**config.mk**
```make
export PLATFORM = sky130hd
export DESIGN_NAME = mem_arbiter
export DESIGN_NICKNAME = d
export VERILOG_FILES = /design/src/rtl/mem_arbiter_pkg.sv /design/src/rtl/mem_arbiter_rr_pick.sv /design/src/rtl/mem_arbiter.sv
export SDC_FILE = /design/constraint.sdc
export NUM_CORES = 1
export LEC_CHECK = 0
export CELL_PAD_IN_SITES_DETAIL_PLACEMENT = 0
export CELL_PAD_IN_SITES_GLOBAL_PLACEMENT = 2
export CORE_ASPECT_RATIO = 1.25
export CORE_UTILIZATION = 17
export DETAILED_ROUTE_END_ITERATION = 16
export GPL_TIMING_DRIVEN = 0
export PLACE_DENSITY = 0.84
export SLEW_MARGIN = 30
export SYNTH_ARGS = -nofsm -noshare
export SYNTH_HDL_FRONTEND = slang
export SYNTH_HIERARCHICAL = 1
export SYNTH_SLANG_ARGS = --single-unit
```
**constraint.sdc**
```tcl
create_clock -name clk -period 6.2 [get_ports clk]
set_input_delay 0.62 -clock clk [delete_from_list [all_inputs] [get_ports clk]]
set_output_delay 0.62 -clock clk [all_outputs]
set_load 0.005 [all_outputs]
```
**src/rtl/mem_arbiter_pkg.sv**
```systemverilog
// Shared definitions for the two-master memory arbiter: FSM state encodings
// and requester IDs used to remember which master was served last.
package mem_arbiter_pkg;

  typedef enum logic [1:0] {
    ST_IDLE = 2'd0,
    ST_OWN0 = 2'd1,
    ST_OWN1 = 2'd2
  } arb_state_t;

  localparam logic REQ_CPU = 1'b0;
  localparam logic REQ_DMA = 1'b1;

endpackage

```
**src/rtl/mem_arbiter_rr_pick.sv**
```systemverilog
// Combinational next-owner selection: round-robin on contention from IDLE,
// handover when the owner lets go, and hold-limit preemption unless locked.
module rr_pick
  import mem_arbiter_pkg::*;
(
  input  logic       req0,
  input  logic       req1,
  input  logic       last,
  input  arb_state_t state,
  input  logic       hold_full,
  input  logic       lock0,
  input  logic       lock1,
  output arb_state_t next_state
);

  always_comb begin
    next_state = state;
    case (state)
      ST_IDLE: begin
        if (req0 && req1) begin
          next_state = (last == REQ_CPU) ? ST_OWN1 : ST_OWN0;
        end else if (req0) begin
          next_state = ST_OWN0;
        end else if (req1) begin
          next_state = ST_OWN1;
        end else begin
          next_state = ST_IDLE;
        end
      end
      ST_OWN0: begin
        if (!req0) begin
          next_state = req1 ? ST_OWN1 : ST_IDLE;
        end else if (hold_full && req1 && !lock0) begin
          next_state = ST_OWN1;
        end
      end
      ST_OWN1: begin
        if (!req1) begin
          next_state = req0 ? ST_OWN0 : ST_IDLE;
        end else if (hold_full && req0 && !lock1) begin
          next_state = ST_OWN0;
        end
      end
      default: next_state = ST_IDLE;
    endcase
  end

endmodule

```
**src/rtl/mem_arbiter.sv**
```systemverilog
// Round-robin arbiter giving the CPU and a secondary master shared access to
// a single-port memory, with bounded hold time, burst lock and read return.
//
// state   | meaning
// IDLE    | no owner; memory port shows master 0 inputs, no write strobe
// OWN0    | master 0 (CPU) granted; one transfer per cycle while req0 high
// OWN1    | master 1 (DMA/debug) granted; one transfer per cycle while req1 high
module mem_arbiter
  import mem_arbiter_pkg::*;
#(
  parameter int WORD_SIZE = 16,
  parameter int ADDR_SIZE = 8,
  parameter int MAX_HOLD  = 8
) (
  input  logic                 clk,
  input  logic                 rst,
  input  logic                 req0,
  input  logic                 req1,
  input  logic                 we0,
  input  logic                 we1,
  input  logic                 lock0,
  input  logic                 lock1,
  input  logic [ADDR_SIZE-1:0] addr0,
  input  logic [ADDR_SIZE-1:0] addr1,
  input  logic [WORD_SIZE-1:0] wdata0,
  input  logic [WORD_SIZE-1:0] wdata1,
  output logic                 gnt0,
  output logic                 gnt1,
  output logic                 rvalid0,
  output logic                 rvalid1,
  output logic [WORD_SIZE-1:0] rdata,
  output logic                 busy,
  output logic [ADDR_SIZE-1:0] mem_addr,
  output logic [WORD_SIZE-1:0] mem_wdata,
  output logic                 mem_we,
  input  logic [WORD_SIZE-1:0] mem_rdata
);

  localparam int HW = $clog2(MAX_HOLD + 1);

  arb_state_t          state;
  arb_state_t          next_state;
  logic                last;
  logic [HW-1:0]       hold_cnt;
  logic                hold_full;
  logic                sel1;
  logic                acc0;
  logic                acc1;
  logic                accepted;
  logic                we_own;
  logic [ADDR_SIZE-1:0] sel_addr;
  logic                rv0_q;
  logic                rv1_q;

  assign gnt0 = (state == ST_OWN0);
  assign gnt1 = (state == ST_OWN1);
  assign busy = gnt0 | gnt1;

  // Nothing is accepted while rst is high so no write can slip out during reset.
  assign acc0     = gnt0 && req0 && !rst;
  assign acc1     = gnt1 && req1 && !rst;
  assign accepted = acc0 | acc1;

  assign sel1      = gnt1;
  assign sel_addr  = sel1 ? addr1 : addr0;
  assign we_own    = sel1 ? we1 : we0;
  assign mem_addr  = {sel_addr[ADDR_SIZE-1:1], 1'b0};
  assign mem_wdata = sel1 ? wdata1 : wdata0;
  assign mem_we    = accepted && we_own;

  assign hold_full = (hold_cnt == HW'(MAX_HOLD));

  rr_pick u_rr_pick (
    .req0      (req0),
    .req1      (req1),
    .last      (last),
    .state     (state),
    .hold_full (hold_full),
    .lock0     (lock0),
    .lock1     (lock1),
    .next_state(next_state)
  );

  always_ff @(posedge clk) begin
    if (rst) begin
      state    <= ST_IDLE;
      last     <= REQ_DMA;
      hold_cnt <= '0;
    end else begin
      state <= next_state;
      if (next_state != state) begin
        hold_cnt <= '0;
        if (next_state == ST_OWN0) last <= REQ_CPU;
        if (next_state == ST_OWN1) last <= REQ_DMA;
      end else if (accepted && !hold_full) begin
        hold_cnt <= hold_cnt + HW'(1);
      end
    end
  end

  always_ff @(posedge clk) begin
    if (rst) begin
      rv0_q <= 1'b0;
      rv1_q <= 1'b0;
      rdata <= '0;
    end else begin
      rv0_q <= acc0 && !we0;
      rv1_q <= acc1 && !we1;
      rdata <= mem_rdata;
    end
  end

  // A read returning in a reset cycle is dropped rather than presented.
  assign rvalid0 = rv0_q && !rst;
  assign rvalid1 = rv1_q && !rst;

endmodule
```
**Word level (Yosys, flattened, before mapping)**

Index checks and enable logic that the tools add are counted.

- Register bits: 25
- Bits of input ports: 72
- Output and inout bits: 46

- Bitwise logic cells: 2
- Reductions and logical operators: 25
- Mux-type cells: 15
- Add/subtract/negate cells: 1
- Equal/unequal tests: 6

Operators with widths:

| cell | count |
|---|---|
| 2-to-1 mux 16 bit | 1 |
| 2-to-1 mux 2 bit | 8 |
| logical AND 1 bit | 15 |
| 2-to-1 mux 8 bit | 1 |
| zero test 1 bit | 6 |
| case mux 2 bit (3 select lines) | 1 |
| adder 4 x 1 -> 4 bit (second input constant) | 1 |
| == test 2 x 1 -> 1 bit (second input constant) | 2 |
| == test 2 bit (second input constant) | 2 |
| == test 4 bit (second input constant) | 1 |
| 2-to-1 mux 1 bit | 4 |
| zero test 2 bit | 1 |
| inequality test 2 bit | 1 |
| OR 1 bit | 2 |
| AND reduction 2 bit | 1 |
| nonzero test 2 bit | 1 |
| OR reduction 2 bit | 1 |

**Longest topological paths before layout**

Gate-level depths: netlist (run 1).

- Depth in word-level cells: 9
- Mapped depth: 11
- Gate-level depth less buffers: 10

**Hierarchy**

Netlist (run 1), hierarchy kept.

By module, submodules not included:

| module | area an instance (µm²) | cells each | instances | sequential area each (µm²) |
|---|---|---|---|---|
| mem_arbiter | 1,204.9 | 117 | 1 | 500.5 |
| rr_pick | 82.6 | 12 | 1 | 0.0 |

**Worst setup path after synthesis (run 1)**

OpenSTA, ideal clock, no wires.

- Path type: reg2reg
- Start point: reg hold_cnt[0]
- End point: reg last
- Cell stages (with the launch flop): 12
- Path buffers: 1
- Setup time: 72 ps
- Data required time: 6,128 ps
- Clock period less this slack: 2,029 ps
- Arrival: 1,957 ps
- Setup slack: 4,171 ps
- Cells stage by stage: dfxtp_1 > inv_1 > ha_1 > and3b_1 > buf_6 > and3b_1 > o21ai_0 > and3_1 > inv_1 > ha_1 > a21oi_1 > mux2i_1

- Cells in the longest elaborated chain, start to end: 9

RTL lines:

| item | line | RTL |
|---|---|---|
| start: declaration | mem_arbiter.sv:44 | `logic [HW-1:0] hold_cnt;` |
| start signal: assignment | mem_arbiter.sv:96 | `hold_cnt <= hold_cnt + HW'(1);` |
| == test 4 bit * | mem_arbiter.sv:71 | `assign hold_full = (hold_cnt == HW'(MAX_HOLD));` |
| named net hold_full | mem_arbiter.sv:45 | `logic hold_full;` |
| logical AND 1 bit (on tied branches) (2 in a row) | mem_arbiter_rr_pick.sv:40, mem_arbiter_rr_pick.sv:33 |  |
| 2-to-1 mux 2 bit (on tied branches) | mem_arbiter_rr_pick.sv:40, mem_arbiter_rr_pick.sv:33 |  |
| 2-to-1 mux 2 bit (on tied branches) | mem_arbiter_rr_pick.sv:38, mem_arbiter_rr_pick.sv:31 |  |
| case mux 2 bit (3 select lines) * | mem_arbiter_rr_pick.sv:18 | `case (state)` |
| named net next_state[0] | mem_arbiter.sv:42 | `arb_state_t next_state;` |
| == test 2 x 1 -> 1 bit or == test 2 bit (tied branches) | mem_arbiter.sv:93, mem_arbiter.sv:94 |  |
| nonzero test 2 bit (no source line) | - |  |
| AND reduction 2 bit (no source line) | - |  |
| end signal: assignment | mem_arbiter.sv:87 | `last <= REQ_DMA;` |
| end signal: assignment | mem_arbiter.sv:93 | `if (next_state == ST_OWN0) last <= REQ_CPU;` |
| end signal: assignment | mem_arbiter.sv:94 | `if (next_state == ST_OWN1) last <= REQ_DMA;` |
| end: declaration | mem_arbiter.sv:43 | `logic last;` |

Mark *: on every way through the listed nets, which the timed path passes. The rest lies on a longest branch.
A chain may end at the register's enable or synchronous reset.

**Final worst setup path (run 1)**

- Start point: in rst
- End point: out mem_we

- Cells in the longest elaborated chain, start to end: 4

RTL lines:

| item | line | RTL |
|---|---|---|
| start: declaration | mem_arbiter.sv:16 | `input logic rst,` |
| zero test 1 bit * | mem_arbiter.sv:60, mem_arbiter.sv:61 |  |
| logical AND 1 bit (on tied branches) | mem_arbiter.sv:60, mem_arbiter.sv:61 |  |
| OR 1 bit * | mem_arbiter.sv:62 | `assign accepted = acc0 \| acc1;` |
| logical AND 1 bit * | mem_arbiter.sv:69 | `assign mem_we = accepted && we_own;` |
| end: declaration | mem_arbiter.sv:35 | `output logic mem_we,` |

Every way passes the cells marked *; elsewhere a longest branch is shown, timed or not.

==> results.json, run 1 <==
{
  "slew_viol_final": 0,
  "grt_pass1_vias": 1373,
  "yosysTopAreaCellShare_pct": 38.87,
  "yosys-top-cells-area": "dfxtp_1 39%, mux2_2 20%, nor2b_1 9.2%",
  "num_io_pins": 118,
  "synthFlopType": "dfxtp_1",
  "path_class": "in2out",
  "antenna_cells": 0,
  "first_pass_iters": 4,
  "grt_pass1_wl_mm": 6.223,
  "cts_resized": 0,
  "sw_frac_of_total_pct": 22.58,
  "post-route-period-util_pct": 50.06,
  "floorplan.core_area_um2": 7357,
  "numCtsBuffers": 3,
  "rows": 35,
  "hold_violations": 0,
  "path_clk_slew_ns": 0.08,
  "power_mw": 0.4015,
  "netlist_instances": 129,
  "die_w_um": 79.84,
  "max_freq_mhz": 322.2,
  "cts_tree": "done",
  "drt_wl_total_mm": 3.842,
  "antenna_found_initial": 0,
  "clock_latency_ns": 0.26,
  "synth_edf_count": 0,
  "yosysWarnings": 6,
  "endpoint_kind": "primary output",
  "crit_arrival_ns": 2.48,
  "start_util_pct": 17.50,
  "hold_class": "reg2reg",
  "post_cts_buffers": 0,
  "synth.cell_area_um2": 1287,
  "yosys.area.top_type": "dfxtp_1",
  "cellPowerDensity_nw_per_um2": 155.1,
  "synthTopCellsByCount": "25 x dfxtp_1, 23 x mux2_2, 19 x nor2b_1, 7 x inv_1",
  "power.switching_mw": 0.09066,
  "setup_viol": 0,
  "drive_gt1_share_pct": 12.96,
  "async_reset_ff_share_pct": 0,
  "grt_usage_pct": 9.938,
  "power_frac_clock_pct": 23.0,
  "post-dp-hpwl_mm": 3.272,
  "start_kind": "primary input",
  "comb_power_share_pct": 33.8,
  "postSynthAreaPerCell_um2": 9.981,
  "ys_ff_latch": 25,
  "portBuffers": 114,
  "skew_ns": 0.002196,
  "viasPerCell": 4.056,
  "cap_violations": 0,
  "cts_buffer_depth": 2,
  "cp.required_ns": 5.58,
  "vias": 1375,
  "yosys.cell_count.top_type": "dfxtp_1",
  "internal-power_mw": 0.3108,
  "leakage_nw": 0.9631,
  "routabilityCongestion": 0.6900,
  "dp_cells": 335,
  "irDropWorstVdd_v": 0.0001590,
  "syn-num-nets": 206,
  "critPathMaxFanout": 10,
  "die-area_um2": 7927,
  "ant_nets": 0,
  "grt_overflow": 0,
  "ys_seq_area_share_pct": 38.87,
  "p_seq_share_pct": 43.2,
  "fin_crit_ns": 3.104,
  "fin_setup_tns_ns": 0,
  "drt-initial-drc-count": 49,
  "nets": 325,
  "die_height_um": 99.30,
  "drc": 0,
  "htreeDepth": 1,
  "syn_to_final_growth_pct": 101.1,
  "rsz0062_at_grt": "no",
  "grt_max_degree": 14,
  "wire_per_inst_um": 11.33,
  "fin_cells": 339,
  "status": "finished, final reports clean",
  "cts_sinks": 25,
  "cts-root-buf": "clkbuf_8",
  "holdBufCountCts": 0,
  "synth_cell_types": 29
}
## worst paths after layout
kind	from	to	slack, ns	cells past startpoint
setup / recovery	rst	mem_we	3.10	5
hold / removal	hold_cnt[3]$_SDFFE_PP0P_	hold_cnt[3]$_SDFFE_PP0P_	0.49	2
hold reg to reg	hold_cnt[3]$_SDFFE_PP0P_	hold_cnt[3]$_SDFFE_PP0P_	0.49	2
setup reg to reg	hold_cnt[0]$_SDFFE_PP0P_	last$_SDFFE_PP1P_	3.95	11
## per-stage QoR
step                      util [%]  hold WS (ns)  area (um^2)  setup slack, ns
after floorplan                  -        0.4476         1287            4.171
after global placement       34.57        0.4660         2544            3.048
after detailed placement     34.57        0.4819         2544            3.054
after CTS                    35.19        0.4953         2589            3.044
after global routing         35.19        0.5145         2589            2.911
final                        35.19        0.4930         2589            3.096
## cell families after synthesis
family          after synthesis  share of synthesized area [%]
flops                        25                          38.87
other cells                   1                         0.2913
buf+inv                      15                          5.539
simple gates                 42                          20.60
xor+xnor                      2                          1.361
fa+ha+maj                     5                          4.859
mux                          25                          21.67
compound gates               14                          6.802
## cell usage in the layout, fill, tap and decap left out, drive strengths merged
master,count
mux2,23
nand3,1
nor3,3
dfxtp,25
conb,1
a22oi,1
o31ai,2
nor2b,19
mux2i,2
or3b,1
and3,1
o21ai,5
nor2,3
clkdlybuf4s50,114
nand3b,3
nand4b,1
and3b,3
or4,3
clkbuf,7
nand2b,2
nand2,2
o311a,1
a21oi,5
buf,5
inv,7
ha,5
xnor2,2
## state kept, by name (all words and copies together), names as in the netlist
| signal | cells |
|---|---|
| hold_cnt | 4 |
| last | 1 |
| rdata | 16 |
| rv0_q | 1 |
| rv1_q | 1 |
| state | 2 |
## power groups by stage
stage	Clock [mW]	Combinational [mW]	Sequential, mW
detailed placement	0	0.137	0.178
CTS	0.0968	0.138	0.174
global route	0.103	0.149	0.175
floorplan	0	0.0452	0.177
global placement	0	0.136	0.177
finish	0.0923	0.136	0.174
## worst max-delay path: stages
cell and delay, ns:
clkdlybuf4s50_1 0.51, clkbuf_1 0.36, clkbuf_1 0.40, nor3_1 0.11, clkdlybuf4s50_1 0.49
## layout make-up
cell class                      count  area (um^2)
Multi-Input combinational cell     89        715.7
Tap cell                           92        115.1
Fill cell                         770         4768
Clock buffer                        4        45.04
Inverter                            7        26.28
Buffer                              8        45.04
Timing Repair Buffer              114         1141
Sequential cell                    25        500.5
## routing by layer
metal / part of all wire [%] / global-route usage, % / up-vias / wire length [um]
li1: - / - / 680 / -
met1: 37 / 10.76 / 626 / 1406
met2: 53 / 18.21 / 69 / 2041
met3: 10 / 3.945 / 0 / 393
met4: 0 / 1.648 / 0 / 0
met5: 0 / 0 / - / 0
Note: power is estimated with default switching activity, not from simulation.
==> inputs of run 2 (changes only) <==
--- a/config.mk
+++ b/config.mk
@@ -8,10 +8,10 @@
 export CELL_PAD_IN_SITES_DETAIL_PLACEMENT = 0
 export CELL_PAD_IN_SITES_GLOBAL_PLACEMENT = 2
 export CORE_ASPECT_RATIO = 1.25
-export CORE_UTILIZATION = 17
+export CORE_UTILIZATION = 14
 export DETAILED_ROUTE_END_ITERATION = 16
 export GPL_TIMING_DRIVEN = 0
-export PLACE_DENSITY = 0.84
+export PLACE_DENSITY = 0.74
 export SLEW_MARGIN = 30
 export SYNTH_ARGS = -nofsm -noshare
 export SYNTH_HDL_FRONTEND = slang
==> constraint.sdc (replaced) <==
create_clock -name clk -period 2.75 [get_ports clk]
set_input_delay 0.275 -clock clk [delete_from_list [all_inputs] [get_ports clk]]
set_output_delay 0.275 -clock clk [all_outputs]
set_load 0.005 [all_outputs]
==> results.json, run 2 (same netlist as run 1, synthesis figures left out) <==
{
  "die_height_um": 109.2,
  "holdBufCountCts": 0,
  "fin_setup_tns_ns": 0,
  "path_buf_inv": 3,
  "drt-initial-drc-count": 35,
  "syn_to_final_growth_pct": 103.8,
  "cp.required_ns": 2.48,
  "first_pass_iters": 4,
  "r2r_start": "hold_cnt[0]$_SDFFE_PP0P_",
  "num_io_pins": 118,
  "power_mw": 0.9130,
  "crit_arrival_ns": 2.27,
  "ant_nets": 0,
  "start_kind": "flip-flop",
  "max_freq_mhz": 392.7,
  "cp_cell_sequence": "ha_1 > buf_2 > buf_2 > mux2_2 > clkdlybuf4s50_1",
  "critPathMaxFanout": 10,
  "top_register": "rdata",
  "crit_path_top_delay_cell": "dfxtp_1",
  "endpoint_kind": "primary output",
  "cpMostUsedCell": "buf_2",
  "cpPeakStageDelay_ns": 0.48,
  "min_delay_worst_endpoint": "hold_cnt[3]$_SDFFE_PP0P_",
  "reg_top3": "rdata: 16 flops, hold_cnt: 4 flops, state: 2 flops",
  "slew_viol_final": 0,
  "reg2reg_to": "last$_SDFFE_PP1P_",
  "cts-root-buf": "clkbuf_8",
  "reg2reg_depth": 11,
  "die-area_um2": 9586,
  "numCtsBuffers": 3,
  "die_w_um": 87.78,
  "largest_reg_flops": 16,
  "fill_cells": 939,
  "hold_class": "reg2reg",
  "gr-usage-met1_pct": 8.883,
  "drc": 0,
  "cellPowerDensity_nw_per_um2": 348.0,
  "routabilityCongestion": 0.7787,
  "grtUsageMet3_pct": 3.255,
  "hold_violations": 0,
  "antenna_cells": 0,
  "status": "finished, final reports clean",
  "setup_viol": 0,
  "cts_tree": "done",
  "drive_gt1_share_pct": 12.96,
  "grt_pass1_vias": 1384,
  "grt_util_met2_pct": 15.34,
  "floorplan.core_area_um2": 8796,
  "grt_usage_pct": 8.421,
  "drt_wl_total_mm": 4.095,
  "final_common_cell": "clkdlybuf4s50_1",
  "start_util_pct": 14.64,
  "path_clk_slew_ns": 0.08,
  "grt_overflow": 0,
  "grt_max_degree": 14,
  "cts_buffer_depth": 2,
  "irDropWorstVdd_v": 0.0001542,
  "min-delay-start": "hold_cnt[3]$_SDFFE_PP0P_",
  "grt_pass1_wl_mm": 6.285,
  "r2r_slack_ns": 0.53,
  "busiest_layer": "met2",
  "post-dp-hpwl_mm": 3.353,
  "htreeDepth": 1,
  "cap_violations": 0,
  "fin_crit_ns": 2.547,
  "post-route-period-util_pct": 92.60,
  "cts_resized": 0,
  "portBuffers": 114,
  "nets": 325,
  "layout_common_cells": "114 x clkdlybuf4s50_1, 25 x dfxtp_1, 23 x mux2_2",
  "clock_latency_ns": 0.26,
  "crit_family": "buffers and inverters",
  "post_cts_buffers": 0,
  "skew_ns": 0.001641,
  "min_path_cells": 2,
  "path_class": "reg2out",
  "cts_sinks": 25,
  "antenna_found_initial": 0,
  "vias": 1362,
  "viasPerCell": 3.711,
  "wire_per_inst_um": 11.16,
  "rsz0062_at_grt": "no",
  "leakage_nw": 0.9631,
  "rows": 38
}
==> run 2: cell counts in the layout (fill, tap and decap cells not counted) <==
Identical to the previous run, type by type.
==> run 2: worst min-delay path: cells and delay by family, from the launching register on <==
kind / cells / cell delay, ns
AOI/OAI and AO/OA: 2 / 0.11
DFF: 1 / 0.33
==> run 2: power by group <==
part	leakage (nW)	internal (mW)	switching, mW	total, mW
Sequential	0.207	0.381	0.0104	0.391
Combinational	0.734	0.217	0.0898	0.307
Clock	0.0228	0.103	0.112	0.215
Total	0.963	0.701	0.212	0.913
==> run 2: routing by layer <==
| layer | share of wire [%] | routed length (um) | vias up |
|---|---|---|---|
| li1 | - | - | 676 |
| met1 | 39 | 1610 | 623 |
| met2 | 51 | 2077 | 57 |
| met3 | 8.2 | 337 | 6 |
| met4 | 1.7 | 69 | 0 |
| met5 | 0 | 0 | - |
==> run 2: area by class of cell <==
type,instances,area [um^2],share of cell area [%]
plain buffers,8,45.04,1.717
clock buffers,4,45.04,1.717
inverters,7,26.28,1.001
multi-input cells,89,715.7,27.28
flip-flops and latches,25,500.5,19.07
well taps,120,150.1,5.722
repair buffers,114,1141,43.49
==> run 2: worst max-delay path by stage <==
stage / startpoint / end / slack, ns / cells past startpoint
2_1_floorplan: hold_cnt[0]$_SDFFE_PP0P_ / last$_SDFFE_PP1P_ / 0.72 / 11
3_5_place_dp: rst / mem_we / 0.28 / 5
4_1_cts: state[1]$_SDFF_PP0_ / mem_wdata[11] / 0.13 / 5
5_1_grt: state[1]$_SDFF_PP0_ / mem_wdata[4] / 0.04 / 5
3_3_place_gp: rst / mem_we / 0.26 / 5
6_report: state[1]$_SDFF_PP0_ / mem_wdata[1] / 0.20 / 5
==> run 2: stage by stage <==
| stage | utilization [%] | hold WS, ns | std cells | setup WS [ns] | instance area, um^2 |
|---|---|---|---|---|---|
| floorplan | - | 0.3512 | 129 | 0.7213 | 1287 |
| global placement | 29.32 | 0.4760 | 363 | 0.2578 | 2579 |
| detailed placement | 29.32 | 0.4815 | 363 | 0.2785 | 2579 |
| CTS | 29.83 | 0.4948 | 367 | 0.1326 | 2624 |
| global route | 29.83 | 0.5440 | 367 | 0.03715 | 2624 |
| finish | 29.83 | 0.4871 | 367 | 0.2034 | 2624 |
